[src/rtl/decode_pkg.sv]
// Opcode map, format tags and the per-entry decoded field bundle shared by the decode queue.
package decode_pkg;

    localparam logic [6:0] OP_R      = 7'b0110011;
    localparam logic [6:0] OP_R32    = 7'b0111011;
    localparam logic [6:0] OP_IMM    = 7'b0010011;
    localparam logic [6:0] OP_IMM32  = 7'b0011011;
    localparam logic [6:0] OP_LOAD   = 7'b0000011;
    localparam logic [6:0] OP_JALR   = 7'b1100111;
    localparam logic [6:0] OP_SYSTEM = 7'b1110011;
    localparam logic [6:0] OP_STORE  = 7'b0100011;
    localparam logic [6:0] OP_BRANCH = 7'b1100011;
    localparam logic [6:0] OP_LUI    = 7'b0110111;
    localparam logic [6:0] OP_AUIPC  = 7'b0010111;
    localparam logic [6:0] OP_JAL    = 7'b1101111;

    typedef enum logic [2:0] {
        FMT_R, FMT_I, FMT_S, FMT_B, FMT_U, FMT_J, FMT_ILL
    } fmt_e;

    // XLEN-independent part of a queued entry; pc and imm are added by the top.
    typedef struct packed {
        logic [6:0] opcode;
        logic [4:0] rd;
        logic [4:0] rs1;
        logic [4:0] rs2;
        logic [2:0] funct3;
        logic [6:0] funct7;
        fmt_e       fmt;
        logic       rd_we;
        logic       illegal;
    } dec_fields_t;

    function automatic fmt_e classify(input logic [31:0] instr, input logic rv64);
        fmt_e fmt;
        fmt = FMT_ILL;
        if (instr[1:0] == 2'b11 && instr != 32'h0) begin
            case (instr[6:0])
                OP_R:                                fmt = FMT_R;
                OP_R32:                              if (rv64) fmt = FMT_R;
                OP_IMM, OP_LOAD, OP_JALR, OP_SYSTEM: fmt = FMT_I;
                OP_IMM32:                            if (rv64) fmt = FMT_I;
                OP_STORE:                            fmt = FMT_S;
                OP_BRANCH:                           fmt = FMT_B;
                OP_LUI, OP_AUIPC:                    fmt = FMT_U;
                OP_JAL:                              fmt = FMT_J;
                default:                             fmt = FMT_ILL;
            endcase
        end
        return fmt;
    endfunction

endpackage

[src/rtl/decode_queue_if.sv]
// Fetch-side and issue-side handshake bundle of the decode queue.
interface decode_queue_if #(
    parameter int XLEN  = 32,
    parameter int DEPTH = 4
);
    logic                         in_valid;
    logic                         in_ready;
    logic [31:0]                  in_instr;
    logic [XLEN-1:0]              in_pc;
    logic                         flush;
    logic                         out_valid;
    logic                         out_ready;
    logic [XLEN-1:0]              out_pc;
    logic [6:0]                   out_opcode;
    logic [4:0]                   out_rd;
    logic [4:0]                   out_rs1;
    logic [4:0]                   out_rs2;
    logic [2:0]                   out_funct3;
    logic [6:0]                   out_funct7;
    logic [XLEN-1:0]              out_imm;
    logic [2:0]                   out_fmt;
    logic                         out_rd_we;
    logic                         out_illegal;
    logic [$clog2(DEPTH+1)-1:0]   count;

    modport master (
        output in_valid, in_instr, in_pc, flush, out_ready,
        input  in_ready, out_valid, out_pc, out_opcode, out_rd, out_rs1, out_rs2,
               out_funct3, out_funct7, out_imm, out_fmt, out_rd_we, out_illegal, count
    );

    modport slave (
        input  in_valid, in_instr, in_pc, flush, out_ready,
        output in_ready, out_valid, out_pc, out_opcode, out_rd, out_rs1, out_rs2,
               out_funct3, out_funct7, out_imm, out_fmt, out_rd_we, out_illegal, count
    );
endinterface

[src/rtl/decode_fifo.sv]
// Generic synchronous FIFO with flush; flush and reset both empty it ahead of any push/pop.
module decode_fifo #(
    parameter int  DEPTH   = 4,
    parameter type entry_t = logic [7:0],
    localparam int PW      = $clog2(DEPTH),
    localparam int CW      = $clog2(DEPTH+1)
) (
    input  logic          clk,
    input  logic          rst,
    input  logic          flush,
    input  logic          push,
    input  logic          pop,
    input  entry_t        wdata,
    output entry_t        rdata,
    output logic          full,
    output logic          empty,
    output logic [CW-1:0] count
);
    entry_t        mem [DEPTH];
    logic [PW-1:0] wr_ptr;
    logic [PW-1:0] rd_ptr;
    logic          do_push;
    logic          do_pop;

    assign full    = (count == CW'(DEPTH));
    assign empty   = (count == '0);
    assign do_push = push && !full && !flush;
    assign do_pop  = pop && !empty && !flush;
    assign rdata   = mem[rd_ptr];

    always_ff @(posedge clk) begin
        if (rst || flush) begin
            wr_ptr <= '0;
            rd_ptr <= '0;
            count  <= '0;
        end else begin
            if (do_push) wr_ptr <= wr_ptr + 1'b1;
            if (do_pop)  rd_ptr <= rd_ptr + 1'b1;
            case ({do_push, do_pop})
                2'b10:   count <= count + 1'b1;
                2'b01:   count <= count - 1'b1;
                default: count <= count;
            endcase
        end
    end

    // Storage is deliberately left unreset; count alone qualifies it.
    always_ff @(posedge clk) begin
        if (do_push && !rst) mem[wr_ptr] <= wdata;
    end

endmodule

[src/rtl/decode_queue.sv]
// RV32/RV64 decode stage: combinational decode of the fetched word, buffered in a FIFO toward issue.
module decode_queue
    import decode_pkg::*;
#(
    parameter int XLEN  = 32,
    parameter int DEPTH = 4
) (
    input logic           clk,
    input logic           rst,
    decode_queue_if.slave bus
);
    localparam logic RV64 = (XLEN == 64);

    typedef struct packed {
        logic [XLEN-1:0] pc;
        logic [XLEN-1:0] imm;
        dec_fields_t     f;
    } decoded_t;

    decoded_t    dec;
    decoded_t    head;
    decoded_t    shown;
    dec_fields_t f;
    fmt_e        fmt;
    logic [31:0] i;
    logic [31:0] imm32;
    logic        full;
    logic        empty;
    logic        push;
    logic        pop;

    assign i = bus.in_instr;

    always_comb begin
        fmt      = classify(i, RV64);
        f        = '0;
        imm32    = '0;
        f.fmt    = fmt;
        case (fmt)
            FMT_R: begin
                f.rd = i[11:7]; f.rs1 = i[19:15]; f.rs2 = i[24:20];
                f.funct3 = i[14:12]; f.funct7 = i[31:25];
            end
            FMT_I: begin
                f.rd = i[11:7]; f.rs1 = i[19:15]; f.funct3 = i[14:12];
                imm32 = {{20{i[31]}}, i[31:20]};
            end
            FMT_S: begin
                f.rs1 = i[19:15]; f.rs2 = i[24:20]; f.funct3 = i[14:12];
                imm32 = {{20{i[31]}}, i[31:25], i[11:7]};
            end
            FMT_B: begin
                f.rs1 = i[19:15]; f.rs2 = i[24:20]; f.funct3 = i[14:12];
                imm32 = {{19{i[31]}}, i[31], i[7], i[30:25], i[11:8], 1'b0};
            end
            FMT_U: begin
                f.rd = i[11:7];
                imm32 = {i[31:12], 12'b0};
            end
            FMT_J: begin
                f.rd = i[11:7];
                imm32 = {{11{i[31]}}, i[31], i[19:12], i[20], i[30:21], 1'b0};
            end
            default: f = '0;
        endcase
        f.fmt     = fmt;
        f.illegal = (fmt == FMT_ILL);
        if (fmt != FMT_ILL) f.opcode = i[6:0];
        f.rd_we   = (f.rd != 5'd0);
        dec.pc    = bus.in_pc;
        dec.imm   = XLEN'($signed(imm32));
        dec.f     = f;
    end

    // in_ready comes only from registered count and rst, never from out_ready.
    assign bus.in_ready  = !full && !rst;
    assign bus.out_valid = !empty;
    assign push          = bus.in_valid && bus.in_ready;
    assign pop           = bus.out_valid && bus.out_ready;

    decode_fifo #(
        .DEPTH   (DEPTH),
        .entry_t (decoded_t)
    ) u_fifo (
        .clk   (clk),
        .rst   (rst),
        .flush (bus.flush),
        .push  (push),
        .pop   (pop),
        .wdata (dec),
        .rdata (head),
        .full  (full),
        .empty (empty),
        .count (bus.count)
    );

    assign shown           = empty ? '0 : head;
    assign bus.out_pc      = shown.pc;
    assign bus.out_imm     = shown.imm;
    assign bus.out_opcode  = shown.f.opcode;
    assign bus.out_rd      = shown.f.rd;
    assign bus.out_rs1     = shown.f.rs1;
    assign bus.out_rs2     = shown.f.rs2;
    assign bus.out_funct3  = shown.f.funct3;
    assign bus.out_funct7  = shown.f.funct7;
    assign bus.out_fmt     = shown.f.fmt;
    assign bus.out_rd_we   = shown.f.rd_we;
    assign bus.out_illegal = shown.f.illegal;

endmodule

[src/flat_wrapper.sv]
// flat-port wrapper written by rule: the top's interface ports become plain ports
module decode_queue_flat import decode_pkg::*;
#(
    parameter int XLEN  = 32,
    parameter int DEPTH = 4
)
  (clk, rst, bus_in_valid, bus_in_instr, bus_in_pc, bus_flush, bus_out_ready, bus_in_ready, bus_out_valid, bus_out_pc, bus_out_opcode, bus_out_rd, bus_out_rs1, bus_out_rs2, bus_out_funct3, bus_out_funct7, bus_out_imm, bus_out_fmt, bus_out_rd_we, bus_out_illegal, bus_count);
  decode_queue_if #(.XLEN(XLEN), .DEPTH(DEPTH)) bus_i ();
  input logic clk;
  input logic rst;
  input wire logic [$bits(bus_i.in_valid)-1:0] bus_in_valid;
  input wire logic [$bits(bus_i.in_instr)-1:0] bus_in_instr;
  input wire logic [$bits(bus_i.in_pc)-1:0] bus_in_pc;
  input wire logic [$bits(bus_i.flush)-1:0] bus_flush;
  input wire logic [$bits(bus_i.out_ready)-1:0] bus_out_ready;
  output wire logic [$bits(bus_i.in_ready)-1:0] bus_in_ready;
  output wire logic [$bits(bus_i.out_valid)-1:0] bus_out_valid;
  output wire logic [$bits(bus_i.out_pc)-1:0] bus_out_pc;
  output wire logic [$bits(bus_i.out_opcode)-1:0] bus_out_opcode;
  output wire logic [$bits(bus_i.out_rd)-1:0] bus_out_rd;
  output wire logic [$bits(bus_i.out_rs1)-1:0] bus_out_rs1;
  output wire logic [$bits(bus_i.out_rs2)-1:0] bus_out_rs2;
  output wire logic [$bits(bus_i.out_funct3)-1:0] bus_out_funct3;
  output wire logic [$bits(bus_i.out_funct7)-1:0] bus_out_funct7;
  output wire logic [$bits(bus_i.out_imm)-1:0] bus_out_imm;
  output wire logic [$bits(bus_i.out_fmt)-1:0] bus_out_fmt;
  output wire logic [$bits(bus_i.out_rd_we)-1:0] bus_out_rd_we;
  output wire logic [$bits(bus_i.out_illegal)-1:0] bus_out_illegal;
  output wire logic [$bits(bus_i.count)-1:0] bus_count;
  assign bus_i.in_valid = bus_in_valid;
  assign bus_i.in_instr = bus_in_instr;
  assign bus_i.in_pc = bus_in_pc;
  assign bus_i.flush = bus_flush;
  assign bus_i.out_ready = bus_out_ready;
  assign bus_in_ready = bus_i.in_ready;
  assign bus_out_valid = bus_i.out_valid;
  assign bus_out_pc = bus_i.out_pc;
  assign bus_out_opcode = bus_i.out_opcode;
  assign bus_out_rd = bus_i.out_rd;
  assign bus_out_rs1 = bus_i.out_rs1;
  assign bus_out_rs2 = bus_i.out_rs2;
  assign bus_out_funct3 = bus_i.out_funct3;
  assign bus_out_funct7 = bus_i.out_funct7;
  assign bus_out_imm = bus_i.out_imm;
  assign bus_out_fmt = bus_i.out_fmt;
  assign bus_out_rd_we = bus_i.out_rd_we;
  assign bus_out_illegal = bus_i.out_illegal;
  assign bus_count = bus_i.count;
  decode_queue #(.XLEN(XLEN), .DEPTH(DEPTH)) u_core (.clk(clk), .rst(rst), .bus(bus_i));
endmodule
[config.mk]
export PLATFORM = sky130hd
export DESIGN_NAME = decode_queue_flat
export DESIGN_NICKNAME = d
export VERILOG_FILES = /design/src/rtl/decode_pkg.sv /design/src/rtl/decode_queue_if.sv /design/src/rtl/decode_fifo.sv /design/src/rtl/decode_queue.sv /design/src/flat_wrapper.sv
export SDC_FILE = /design/constraint.sdc
export NUM_CORES = 1
export LEC_CHECK = 0
export ABC_AREA = 1
export CORE_UTILIZATION = 49
export DETAILED_ROUTE_END_ITERATION = 16
export PLACE_DENSITY_LB_ADDON = 0.25
export SYNTH_ARGS = -nofsm -noshare
export SYNTH_HDL_FRONTEND = slang
export SYNTH_SLANG_ARGS = --single-unit
[constraint.sdc]
create_clock -name clk -period 7.1 [get_ports clk]
set_input_delay 0.71 -clock clk [delete_from_list [all_inputs] [get_ports clk]]
set_output_delay 0.71 -clock clk [all_outputs]
set_load 0.01 [all_outputs]
After elaboration in Yosys (flattened, before gate mapping). Memories as Yosys holds them, arrays and structs flattened. A register that Yosys moved wholly into a read port is not among the register bits. Cells that the tools add are included.

Output and inout port bits: 106. RAM bits: 404. Input port bits: 69. Memories kept: 1. Register bits: 7. Logic and storage cells: 68.

Memory list: u_core.u_fifo.mem (words 4, bits a word 101, read ports 1, clocked after memory_dff 1, write ports 1, RTL line decode_fifo.sv:19) `entry_t mem [DEPTH];`.

Add/sub/neg operators: 4. Reduce and logical (&&, ||, !) cells: 24. Equal/unequal tests: 21. Multiplexer cells: 15.

Operator list (count): $pmux W32 S5 (1); $mux W101 (1); $reduce_bool A32 Y1 (1); $eq A7 B7 Y1 const B (4); $eq A7 B6 Y1 const B (3); $pmux W3 S6 (1); $mux W5 (3); $eq A7 B5 Y1 const B (2); $mux W7 (2); $eq A3 B3 Y1 const B (4); $reduce_or A4 Y1 (3); $logic_and A1 B1 Y1 (9); $eq A7 B2 Y1 const B (1); $eq A3 B2 Y1 const B (2); $logic_not A3 Y1 (2); $mux W3 (2); $pmux W3 S2 (1); $reduce_bool A5 Y1 (1); $add A2 B1 Y2 const B (2); $eq A2 B2 Y1 const B (2); $logic_not A1 Y1 (4); $mux W2 (2); $add A3 B1 Y3 const B (1); $eq A3 B1 Y1 const B (1); other kinds (8) (9).

Logic depth before layout (Yosys ltp).
Depth in word-level cells: 9. Mapped depth: 12. Mapped depth without buffers: 12.

Cells and area by module. Synthesis repeated with hierarchy kept, for this count alone.

Cells, all modules: 1511. Area total of the unflattened synthesis: 18195.0 um2.

By module, submodules not included: decode_fifo (area an instance 16273.1 um2, sequential area each 12311.8 um2, times used 1, cells an instance 1051); decode_queue (area an instance 1921.8 um2, sequential area each 0.0 um2, times used 1, cells an instance 460).

Least setup slack after synthesis. No wires, ideal clock.

Path type: in2reg. From: in rst. To: mem u_core.u_fifo.mem[0][0] (netlist bit), enable pin. Cell stages on the path: 3. Path buffers: 0. Data required time: 6.538 ns. Data arrival time: 5.448 ns. Setup slack: 1.089 ns. Cell sequence: nor2_1 nand3_1 nor2_1.

Cells in the longest elaborated chain, start to end: 8.

Ends and longest elaborated chain: start: declaration (RTL line flat_wrapper.sv:10) `input logic rst;`; $logic_not A1 Y1 * (RTL line decode_fifo.sv:49, decode_queue.sv:76); $logic_and A1 B1 Y1 (RTL line decode_queue.sv:76) `assign bus.in_ready = !full && !rst;`; $logic_and A1 B1 Y1 (RTL line decode_queue.sv:78) `assign push = bus.in_valid && bus.in_ready;`; $logic_and A1 B1 Y1 (2 in series) (RTL line decode_fifo.sv:27) `assign do_push = push && !full && !flush;`; $logic_and A1 B1 Y1 * (RTL line decode_fifo.sv:49) `if (do_push && !rst) mem[wr_ptr] <= wdata;`; $mux W1 * (RTL line decode_fifo.sv:49); $mux W1 (not written as such) * (RTL line decode_fifo.sv:49); end: declaration (RTL line decode_fifo.sv:19).

Mark *: on every way between the ends. The rest lies on a longest branch, timed or not.

==> results.sh <==
export IMPL_die_area_mm2=0.0361
export IMPL_area_delta_synth_final_pct=19.3
export IMPL_ys_ff_latch=413
export IMPL_clockBufferDepth=3
export IMPL_cp_max_fo=107
export IMPL_power_leakage_nw=7.41
export IMPL_nets=1712
export IMPL_path_clk_slew_ps=60
export IMPL_routedWlPerCell_um=19.1
export IMPL_synth_fp_nets=1565
export IMPL_ant_nets=0
export IMPL_yosysUniqueCellTypes=30
export IMPL_hold_violations=0
export IMPL_cp_depth=7
export IMPL_overflow=0
export IMPL_cts_root_buf="clkbuf_16"
export IMPL_post_cts_buffers=0
export IMPL_cts_resized=0
export IMPL_clk_latency_ps=530
export IMPL_period_share_pct=67.4
export IMPL_max_cap_violations=0
export IMPL_cts_tree="built"
export IMPL_routed_wl_um=40600
export IMPL_instances_no_fill=2124
export IMPL_ir_drop_uv=158
export IMPL_first_global_vias=11400
export IMPL_dp_cells=2047
export IMPL_cp_arrival_ps=4080
export IMPL_cp_data_required_time_ps=6390
export IMPL_status="finished clean"
export IMPL_hpwl_um=24000
export IMPL_critPathBufInv=3
export IMPL_ios=175
export IMPL_reg2reg_depth=6
export IMPL_die_h_um=190
export IMPL_path_class="flip-flop to output port"
export IMPL_utilization_pct=59.7
export IMPL_syn_avg_cell_area_um2=11.6
export IMPL_finalSetupTns_ps=0
export IMPL_placementRows=68
export IMPL_cts_buffers=43
export IMPL_cpPeakStageDelay_ps=980
export IMPL_cp_slowest_cell="buf_4"
export IMPL_slew_viol_final=0
export IMPL_drc=0
export IMPL_syn_area_mm2=0.0173
export IMPL_worst_slew_pin_slew_ps=1160
export IMPL_crit_family="buffers and inverters"
export IMPL_coreArea_mm2=0.0346
export IMPL_drt_iter0_markers=1053
export IMPL_synthCells=1490
export IMPL_grt_pass1_wl_um=63000
export IMPL_r2r_end="u_core.u_fifo.mem[1][11]"
export IMPL_ctsHtreeMaxLevel=2
export IMPL_clkSinkCount=413
export IMPL_start_kind="flip-flop"
export IMPL_io_buffers=174
export IMPL_postCtsHoldBufs=0
export IMPL_track_usage_pct=22.6
export IMPL_die_w_um=190
export IMPL_drive_gt1_share_pct=9.59
export IMPL_grt_max_degree=108
export IMPL_min_period_ps=4790
export IMPL_num_vias=11500
export IMPL_place_congestion=0.871
export IMPL_critPathCapture="bus_out_imm[2]"
export IMPL_rsz0062_at_grt="no"
export IMPL_skew_ps=14.8
export IMPL_path_cells="buf_4 -> buf_4 -> nor2_1 -> nor2_1 -> o21ai_0 -> a21oi_1 -> clkdlybuf4s50_1"
export IMPL_antenna_found_initial=0
export IMPL_synth_seq_area_share_pct=71.1
export IMPL_n_antenna_cell=0
export IMPL_routed_via_density=5.43
export IMPL_cp_end_kind="output port"
export IMPL_drt_first_pass_iters=5
export IMPL_setup_viol=0
export IMPL_r2r_start="u_core.u_fifo.count[1]"
export IMPL_hold_path_class="flip-flop to flip-flop"
export IMPL_power_density_mw_per_mm2=244
export IMPL_maxSlewHeadroom_pct=22.4
export IMPL_regToRegSetupSlack_ps=4030
export IMPL_fmax_ghz=0.209
export IMPL_initial_utilization_pct=50.0
export IMPL_ys_warn_count=0
[stage by stage]
step                      power, W  setup WS (ps)  hold WS (ps)  instance area [um^2]
after floorplan            0.00286           1090           465                 17300
after global placement     0.00299           2900           480                 19400
after detailed placement   0.00300           2840           490                 19400
after CTS                  0.00509           2290           505                 20700
after global routing       0.00520           2040           540                 20700
final                      0.00505           2310           506                 20700
[cell usage after synthesis (all sizes together)]
library cell | n | share of area [%]
fa | 1 | 0.12
nand3 | 48 | 2.1
buf | 44 | 1.6
nor2 | 470 | 11
nand2 | 65 | 1.7
a21oi | 112 | 3.3
edfxtp | 404 | 70
o21ai | 222 | 6.6
nand4 | 1 | 0.036
ha | 5 | 0.36
nor3 | 1 | 0.058
clkbuf | 43 | 0.94
inv | 65 | 1.4
dfxtp | 9 | 1.0
[state kept, by name, summed over array words and instances (netlist names), named ones only]
signal,flops
u_core.u_fifo.wr_ptr,2
u_core.u_fifo.rd_ptr,2
u_core.u_fifo.count,3
u_core.u_fifo.mem,404
[worst register-to-register path, stage by stage (launching register included)]
cell     delay [ps]
dfxtp_1         360
inv_1           100
nand3_1         140
nand3_1         390
nor2_4          190
buf_4           570
buf_4           860
[cells by family after synthesis]
kind of cell               share of synthesized area [%]
and+or+nand+nor                                     14.7
DFF                                                 71.1
AOI/OAI and AO/OA                                   9.89
buffers and inverters                               3.93
adders and majority gates                          0.477
[cell usage in the layout (no fill, tap or decap), types with 15 or more instances in the layout]
cell type | synthesis | routed
clkdlybuf4s50_1 | 0 | 174
nand2_1 | 56 | 56
inv_1 | 51 | 49
nand3_1 | 24 | 24
nand3_2 | 23 | 23
buf_4 | 1 | 15
o21ai_0 | 197 | 197
nor2_1 | 449 | 445
edfxtp_1 | 404 | 404
nor2_2 | 15 | 15
a21oi_1 | 111 | 111
clkbuf_16 | 0 | 45
o21ai_1 | 15 | 15
[report_power, final]
part           switching [W]  total, W  internal (W)
Combinational       0.000148  0.000251      0.000103
Clock               0.000878   0.00211       0.00123
Sequential        0.00000706   0.00269       0.00269
[routing by layer]
layer  wire (um)  part of all wire [%]  track usage (%)  vias up
met1       17600                    43             32.0     5570
li1            -                     -                -     5466
met3        2760                   6.8             3.10       71
met2       19400                    48             36.9      427
met5           0                     0                0        -
met4         879                   2.2             6.14        0
[worst min-delay path by stage]
stage                                  from                 endpoint  slack [ps]  depth (start not counted)
detailed placement  u_core.u_fifo.rd_ptr[0]  u_core.u_fifo.rd_ptr[0]         490                          2
finish              u_core.u_fifo.rd_ptr[0]  u_core.u_fifo.rd_ptr[0]         510                          2
global route         u_core.u_fifo.count[2]   u_core.u_fifo.count[2]         540                          2
CTS                 u_core.u_fifo.rd_ptr[0]  u_core.u_fifo.rd_ptr[0]         510                          2
global placement    u_core.u_fifo.rd_ptr[0]  u_core.u_fifo.rd_ptr[0]         480                          2
floorplan           u_core.u_fifo.rd_ptr[0]                flip-flop         460                          2
[final cells by class]
class / count / area, um^2
clock buffer: 58 / 1170
tap: 455 / 569
timing repair buffer: 189 / 1850
multi-input combinational: 925 / 4370
clock inverter: 19 / 144
inverter: 65 / 249
sequential: 413 / 12300
fill: 2704 / 14000
(Power assumes the default switching activity.)
==> patch, RTL diff (same settings) <==
`XLEN` is set to 32 in 3 places; all go to 40.
--- a/src/rtl/decode_queue_if.sv
+++ b/src/rtl/decode_queue_if.sv
@@ -1,6 +1,6 @@
 // Fetch-side and issue-side handshake bundle of the decode queue.
 interface decode_queue_if #(
-    parameter int XLEN  = 32,
+    parameter int XLEN  = 40,
     parameter int DEPTH = 4
 );
     logic                         in_valid;
--- a/src/rtl/decode_queue.sv
+++ b/src/rtl/decode_queue.sv
@@ -2,7 +2,7 @@
 module decode_queue
     import decode_pkg::*;
 #(
-    parameter int XLEN  = 32,
+    parameter int XLEN  = 40,
     parameter int DEPTH = 4
 ) (
     input logic           clk,
--- a/src/flat_wrapper.sv
+++ b/src/flat_wrapper.sv
@@ -1,7 +1,7 @@
 // flat-port wrapper written by rule: the top's interface ports become plain ports
 module decode_queue_flat import decode_pkg::*;
 #(
-    parameter int XLEN  = 32,
+    parameter int XLEN  = 40,
     parameter int DEPTH = 4
 )
   (clk, rst, bus_in_valid, bus_in_instr, bus_in_pc, bus_flush, bus_out_ready, bus_in_ready, bus_out_valid, bus_out_pc, bus_out_opcode, bus_out_rd, bus_out_rs1, bus_out_rs2, bus_out_funct3, bus_out_funct7, bus_out_imm, bus_out_fmt, bus_out_rd_we, bus_out_illegal, bus_count);
Interface: changed (resized bus_in_pc, bus_out_imm and bus_out_pc); port bits go from 175 to 199. No check against the original RTL was run, so the function may have changed too.
==> patch against the original RTL <==
- cell area grew 6.0%
- area after synthesis grew 5.7%
- power grew 6.1%
- sequential cell count grew 32
- synthesized cell count grew 6.3%
- wire length grew 7.1%
- critical path depth shrank 2
- via count grew 6.3%
- worst setup slack gained 0.33 ns
- critical endpoint is now bus_out_imm[36]
==> patch: results (changes against the original RTL) <==
setup_path:
  crit_fanout: 78  # was 107
  critPathMaxStageDelay_ns: 0.66  # was 0.98 ns
  crit_slowest_cell: "clkdlybuf4s50_1"  # was buf_4
  rr_worst_depth: 5  # was 6
  r2r_end: "u_core.u_fifo.mem[0][78]"  # was u_core.u_fifo.mem[1][11]
  cp-endpoint: "bus_out_imm[36]"  # was bus_out_imm[2]
  arrival_ns: 3.75  # was 4.08 ns
power_and_ir_drop:
  p_leak_nw: 7.95  # was 7.41 nW
placed_design:
  io_buffers: 198  # was 174
  dp_hpwl_um: 24600  # was 24000 um
  dp_slack_ns: 3.07  # was 2.84 ns
drt:
  wl_per_cell_um: 19.4  # was 19.1 um
  drt_iter0_markers: 1130  # was 1053
  avgViaCountPerCell: 5.46  # was 5.43
global_route:
  grt_start_max_net_pins: 101  # was 108
  track_usage_pct: 22.8  # was 22.6%
  grt_pass1_wl_um: 67200  # was 63000 um
  grt_pass1_vias: 11900  # was 11400
synth:
  yosysUniqueCellTypes: 25  # was 30
  syn_nets: 1667  # was 1565
  synth_compound_area_share_pct: 9.87  # was 9.89%
  synth.area.top_cells: "edfxtp_1 71%, nor2_1 10%, o21ai_0 6.6%"  # was edfxtp_1 70%, nor2_1 9.7%, o21ai_0 5.7%
  synth_edf_count: 436  # was 404
  synthAdderAreaFrac_pct: 0.451  # was 0.477%
  ys_seq_area_share_pct: 72.5  # was 71.1%
  ys_top_cells_by_count: "490 x nor2_1, 436 x edfxtp_1, 241 x o21ai_0"  # was 449 x nor2_1, 404 x edfxtp_1, 197 x o21ai_0
timing:
  finalCritPeriodShare_pct: 62.8  # was 67.4%
  holdWs_ns: 0.476  # was 0.506 ns
  skew_ns: 0.0169  # was 0.0148 ns
  slew_headroom_pct: 25.0  # was 22.4%
status:
  status: "complete, no violations"  # unchanged
final_layout:
  nets: 1827  # was 1712
  top_regs: "u_core.u_fifo.mem (436), u_core.u_fifo.count (3)"  # was u_core.u_fifo.mem (404), u_core.u_fifo.count (3)
  drive_above_1_share_pct: 5.68  # was 9.59%
  fin_cells: 2247  # was 2124
  num-fill-cells: 2922  # was 2704
clock_tree:
  numCtsBuffers: 45  # was 43
  clock_latency_ns: 0.55  # was 0.53 ns
hold_path:
  hp-start: "u_core.u_fifo.count[0]"  # was u_core.u_fifo.rd_ptr[0]
-- patch: cell count changes in the layout (fill, tap and decap cells not counted), sizes merged, moves of 2 or more --
cell           change
edfxtp            +32
nor2              +26
clkdlybuf4s50     +24
o21ai             +19
a21oi              +7
clkinv             +5
nand2              -5
inv                +3
clkbuf             -2
-- patch: where the power goes --
group / internal (mW) / total, mW / switching (mW)
Combinational: 0.109 / 0.254 / 0.145
Clock: 1.26 / 2.20 / 0.946
Sequential: 2.90 / 2.90 / 0.00738
-- patch: layout make-up --
cell class                      count  area, um^2  share of cell area, %
Clock inverter                     26         176                  0.805
Tap cell                          468         586                   2.67
Multi-Input combinational cell    973        4330                   19.8
Clock buffer                       56        1190                   5.42
Timing Repair Buffer              213        2090                   9.56
Sequential cell                   445       13300                   60.6
Inverter                           66         255                   1.16
-- patch: metal layers --
layer	part of all wire, %	up-vias	GRT usage, %
li1	-	5822	-
met1	42	5930	30.8
met2	49	457	38.5
met3	7.0	52	3.73
met4	1.7	0	5.63
met5	0	-	0
